### src/rtl/vehicle_sensor_conditioner.sv
// Turns the raw loop-detector level into the debounced, grant-aware sensor request for traffic_controller.
// Optional saturating vehicle counter (port vehicle_count) is built only when VEHICLE_COUNT_EN is defined.
module vehicle_sensor_conditioner #(
  parameter int DEBOUNCE_CYCLES = 4,
  parameter int GAP_CYCLES      = 3
`ifdef VEHICLE_COUNT_EN
  ,
  parameter int CNT_W           = 8
`endif
) (
  input  logic             clk,
  input  logic             reset,
  input  logic             raw_det,
  input  logic [1:0]       country,
  output logic             sensor
`ifdef VEHICLE_COUNT_EN
  ,
  output logic [CNT_W-1:0] vehicle_count
`endif
);

  localparam int CNT_BITS = $clog2(DEBOUNCE_CYCLES) + 1;
  localparam int GAP_BITS = $clog2(GAP_CYCLES) + 1;

  typedef enum logic [2:0] {IDLE, QUALIFY, REQUEST, SERVED, DRAIN} state_e;

  state_e              state_q, state_d;
  logic [CNT_BITS-1:0] cnt_q, cnt_d;
  logic [GAP_BITS-1:0] gap_q, gap_d;
  logic                sync1_q, det_s_q;
  logic                sensor_q, sensor_d;
  logic                green;

  assign green = (country == 2'd2);

  always_ff @(posedge clk or negedge reset) begin
    if (!reset) begin
      sync1_q <= 1'b0;
      det_s_q <= 1'b0;
    end else begin
      sync1_q <= raw_det;
      det_s_q <= sync1_q;
    end
  end

  always_ff @(posedge clk or negedge reset) begin
    if (!reset) begin
      state_q  <= IDLE;
      cnt_q    <= '0;
      gap_q    <= '0;
      sensor_q <= 1'b0;
    end else begin
      state_q  <= state_d;
      cnt_q    <= cnt_d;
      gap_q    <= gap_d;
      sensor_q <= sensor_d;
    end
  end

  always_comb begin
    state_d = state_q;
    cnt_d   = cnt_q;
    gap_d   = gap_q;
    case (state_q)
      IDLE: begin
        if (det_s_q) begin
          state_d = QUALIFY;
          cnt_d   = CNT_BITS'(1);
        end
      end
      QUALIFY: begin
        if (!det_s_q)
          state_d = IDLE;
        else if (cnt_q == CNT_BITS'(DEBOUNCE_CYCLES - 1))
          state_d = REQUEST;
        else
          cnt_d = cnt_q + 1'b1;
      end
      REQUEST: begin
        if (green) begin
          state_d = SERVED;
          gap_d   = '0;
        end
      end
      SERVED: begin
        // Losing green ends service even while a gap is still being timed.
        if (!green)
          state_d = IDLE;
        else if (det_s_q)
          gap_d = '0;
        else begin
          gap_d = gap_q + 1'b1;
          if (gap_q == GAP_BITS'(GAP_CYCLES - 1))
            state_d = DRAIN;
        end
      end
      DRAIN: begin
        if (!green)
          state_d = IDLE;
      end
      default: state_d = IDLE;
    endcase
  end

  always_comb begin
    sensor_d = (state_d == REQUEST) || (state_d == SERVED);
  end

  assign sensor = sensor_q;

`ifdef VEHICLE_COUNT_EN
  logic [CNT_W-1:0] count_q;

  always_ff @(posedge clk or negedge reset) begin
    if (!reset)
      count_q <= '0;
    else if (state_q == QUALIFY && state_d == REQUEST && count_q != '1)
      count_q <= count_q + 1'b1;
  end

  assign vehicle_count = count_q;
`endif

endmodule

### config.mk
export PLATFORM = sky130hd
export DESIGN_NAME = vehicle_sensor_conditioner
export DESIGN_NICKNAME = d
export VERILOG_FILES = /design/src/rtl/vehicle_sensor_conditioner.sv
export SDC_FILE = /design/constraint.sdc
export NUM_CORES = 1
export LEC_CHECK = 0
export CAP_MARGIN = 20
export CORE_MARGIN = 2
export CORE_UTILIZATION = 32
export CTS_BUF_LIST = sky130_fd_sc_hd__clkbuf_8
export DETAILED_ROUTE_END_ITERATION = 10
export GPL_TIMING_DRIVEN = 0
export PLACE_DENSITY = 0.57
export SKIP_CTS_REPAIR_TIMING = 1
export SYNTH_ARGS = -nofsm -noshare
export SYNTH_HDL_FRONTEND = slang
export SYNTH_SLANG_ARGS = --single-unit
### constraint.sdc
create_clock -name clk -period 1.9 [get_ports clk]
set_clock_uncertainty 0.2 [all_clocks]
set_input_delay 0.38 -clock clk [delete_from_list [all_inputs] [get_ports clk]]
set_output_delay 0.38 -clock clk [all_outputs]
set_load 0.02 [all_outputs]
==> Word-level counts from Yosys, hierarchy flattened <==
Cells that the tools add are included.
{ "word_totals": {"word_cells": 45, "input_bits": 5, "regBits": 12, "output_inout_bits": 1} }
{ "classes": {"muxes": 17, "add_sub_neg": 2, "n_eq_ne": 14, "reduce_logical": 6} }
{ "op_table": {"columns": ["operator", "count"], "rows": [
  ["two-way mux 3 bit", 14],
  ["equality test 3 x 2 -> 1 bit (second input constant)", 6],
  ["one-hot mux 3 bit (5 select lines)", 1],
  ["one-hot mux 3 bit (2 select lines)", 2],
  ["inequality test 2 bit (second input constant)", 5],
  ["adder 3 x 1 -> 3 bit (second input constant)", 2],
  ["AND reduction 4 bit", 1],
  ["nonzero test 2 bit", 2],
  ["equality test 3 x 1 -> 1 bit (second input constant)", 1],
  ["equality test 3 bit (second input constant)", 1],
  ["zero test 3 bit", 1],
  ["AND reduction 3 bit", 1],
  ["equality test 2 bit (second input constant)", 1],
  ["logical OR 1 bit", 1]
]} }

==> Depth between registers and ports, before layout <==
{ "depth": {"ltp_word": 7, "mapped_depth": 5, "depth_no_buf": 5} }

==> Worst setup path after synthesis <==
OpenSTA, ideal clock, no wires.
{ "synth_path": {"kind": "reg2reg", "start": "register cnt_q[0]", "end": "register cnt_q[0]", "path_stages_with_launch": 6, "path_slack_ps": 354, "t_arrival_ps": 1221, "required_time_ps": 1575, "path_cell_list": "dfrtp_1 > ha_1 > ha_1 > nand2_1 > nand3_1 > mux2_2"} }
{ "synth_via": {"elab_chain_cells": 4} }
{ "synth_lines": {"columns": ["item", "line_no", "rtl"], "rows": [
  ["start: declaration", "28", "logic [CNT_BITS-1:0] cnt_q, cnt_d;"],
  ["start signal: assignment", "54", "cnt_q <= cnt_d;"],
  ["adder 3 x 1 -> 3 bit", "77", "cnt_d = cnt_q + 1'b1;"],
  ["two-way mux 3 bit", "74", "else if (cnt_q == CNT_BITS'(DEBOUNCE_CYCLES - 1))"],
  ["two-way mux 3 bit", "72", "if (!det_s_q)"],
  ["one-hot mux 3 bit (2 select lines)", "64", "case (state_q)"]
]} }
Parallel ways exist; a longest one is shown, timed or not. The select of a mux whose other input is x is not followed.
A chain may end at the register's enable or synchronous reset.

==> Final worst setup path <==
{ "layout_path": {"start": "register sensor_q (netlist: sensor)", "end": "output sensor"} }
{ "layout_rtl": {"columns": ["item", "line_no", "rtl"], "rows": [
  ["start: declaration", "31", "logic sensor_q, sensor_d;"],
  ["start signal: assignment", "56", "sensor_q <= sensor_d;"],
  ["end: declaration", "15", "output logic sensor"]
]} }
No word-level cell between the ends.

==> metrics.txt <==
family with the most delay on the worst path buffers and inverters; Worst Setup End Kind output pin; worst rel slew slack a little over three fifths; row cnt 15; number of global-route vias before repair 370; Setup violations, final 0; ys async rst share between 90% and 100%; CTS Root Buffer Type clkbuf_8; Routed Antenna Nets 0; critical path arrival between 1 and 1.5 ns; Max Cap Viol 0; synthesized area per cell 11.33 um^2; Final #Nets 70; cell count after synthesis 51; largest stage delay on the critical path a little under 0.6 ns; Slew @ Worst Pin about 0.56 ns; DIE AREA 2162 um^2; Synth area leader dfrtp_1; grt ovf 0; min Tclk post-route ~1.7 ns; Worst Hold Class register to register; Antenna Cells 0; DRC viols 0; Sink Count 12; buffers and inverters on the worst path 1; Mapped Area about 580 um^2; CP Class register to output pin; Routability Congestion ~0.66; post-synth top area share 51.95%; Syn. warnings 0; synthesized flop and latch total 12; Synth top cells by count 12 x dfrtp_1, 4 x ha_1, 4 x inv_1, 4 x nor3b_1, 3 x nand2_1; status complete, no violations; CTS tree done; Hold Violations, Final 0; area delta synth->final 21.21%; WL final around 920 um; H-tree depth 1; die width about 47 um; Worst Path Required between 1 and 1.5 ns; Post-synth top flop dfrtp_1; Placed Cells slightly above 80; unrepaired setup endpoints after global routing false; PortBufs 5; core footprint between 1500 and 2000 um^2; Synth Net Count 60; Slew Limit Fails 0; vias per cell 4.750; Vias about 400; largest net degree at the start of global routing 13; Synth cell types 24; Pwr Density 1275 nW/um^2; post-route setup TNS 0 ns; Chip Height roughly 47 um; Fmax achieved roughly 580 MHz; Max clock buf depth 2; worst skew pair latency 0.24 ns; initial antenna violation count 0; dpl hpwl roughly 670 um; crit-path cells clkdlybuf4s50_1; starting DRC count in detailed routing 1; Synth area leaders dfrtp_1 52%, ha_1 8.7%, nor3b_1 5.2%, mux2_2 3.9%, o32ai_1 3.0%; period utilisation layout approximately 91%; crit path max-delay cell type clkdlybuf4s50_1; Initial Utilization 33.85%; Pre-antenna DRT Iters 2; wire per inst between 10 and 15 um; clock slew at reported path FFs about 0.050 ns; Leak ~0.3 nW; Num CTS Buffers 3; Final Non-Filler Cells 84; crit path max fanout 1; nature of the critical path startpoint register; most frequent cell after synthesis dfrtp_1; Peak VDD IR about 0.55 mV; share of layout cells above drive strength 1 11.86%; EDFF count, synth 0; first-pass GRT wire length around 1.6 mm; num ports 6; GR Util All Layers around 12%; sequential area share after synthesis about half
-- layer usage --
layer | part of all wire (%) | vias up | global-route usage [%]
met5 | 0 | - | 0
met3 | 5.3 | 5 | 4.706
met2 | 38 | 10 | 14.17
li1 | - | 201 | -
met1 | 52 | 183 | 14.87
met4 | 4.3 | 0 | 10.29
-- power by group --
group / internal, W / total, W / switching, W
combinational: 0.000146 / 0.000292 / 0.000146
sequential: 0.000330 / 0.000376 / 0.0000466
clock: 0.000139 / 0.000225 / 0.0000864
total: 0.000614 / 0.000894 / 0.000279
-- through the flow --
step | total power [W] | cell area (um^2) | hold WS [ns] | setup WS, ns | util [%]
6_report | 0.0008936 | 700.7 | 0.1487 | 0.1719 | 41.03
5_1_grt | 0.0009669 | 700.7 | 0.1647 | 0.1126 | 41.03
4_1_cts | 0.0009024 | 700.7 | 0.1509 | 0.1662 | 41.03
3_5_place_dp | 0.0006740 | 659.4 | 0.1397 | 0.004890 | 38.61
3_3_place_gp | 0.0006697 | 659.4 | 0.1333 | 0.009459 | 38.61
2_1_floorplan | 0.0005905 | 578.1 | -0.1156 | 0.3542 | -
-- registers in the layout, indices dropped and copies added, names as in the netlist --
| signal | count |
|---|---|
| det_s_q | 1 |
| cnt_q | 3 |
| state_q | 3 |
| sync1_q | 1 |
| gap_q | 3 |
| sensor | 1 |
-- cell families after synthesis --
group	count (synthesis)	share of synthesized area, %
flip-flops	12	51.95
AO/OA/AOI/OAI	9	9.958
AND/OR/NAND/NOR	17	19.48
adder cells (fa/ha/maj)	4	8.658
buffers and inverters	6	4.327
multiplexers	3	5.627
-- worst paths after layout --
check                          from    endpoint  slack [ns]  cells past startpoint
hold / removal              sync1_q     det_s_q        0.15                      0
max in group asynchronous     reset    gap_q[1]        0.83                      1
setup / recovery             sensor      sensor        0.17                      1
min in group asynchronous     reset    cnt_q[2]        0.30                      1
hold reg to reg             sync1_q     det_s_q        0.15                      0
setup reg to reg           gap_q[0]  state_q[2]        0.24                      5
-- layout make-up --
class / count / area (um^2)
Inverter: 4 / 15.01
Sequential cell: 12 / 300.3
Buffer: 2 / 10.01
Multi-Input combinational cell: 33 / 252.7
Tap cell: 25 / 31.28
Clock buffer: 3 / 41.29
Timing Repair Buffer: 5 / 50.05
Fill cell: 172 / 1007
-- placed cells by master (no fill, tap or decap) --
cell	instances
dfrtp_1	12
clkdlybuf4s50_1	5
inv_1	4
nor3b_1	4
ha_1	4
nand2_1	3
clkbuf_8	3
o32ai_1	2
nand3_1	2
o21ai_0	2
mux2_2	2
o21ai_1	2
clkbuf_2	1
nor4bb_1	1
a31oi_1	1
nand4bb_1	1
buf_2	1
and4b_1	1
a21oi_1	1
nor2_1	1
o41ai_1	1
or3_1	1
nand3b_1	1
mux2i_1	1
nand2b_1	1
and3_1	1
(Power assumes the default switching activity.)
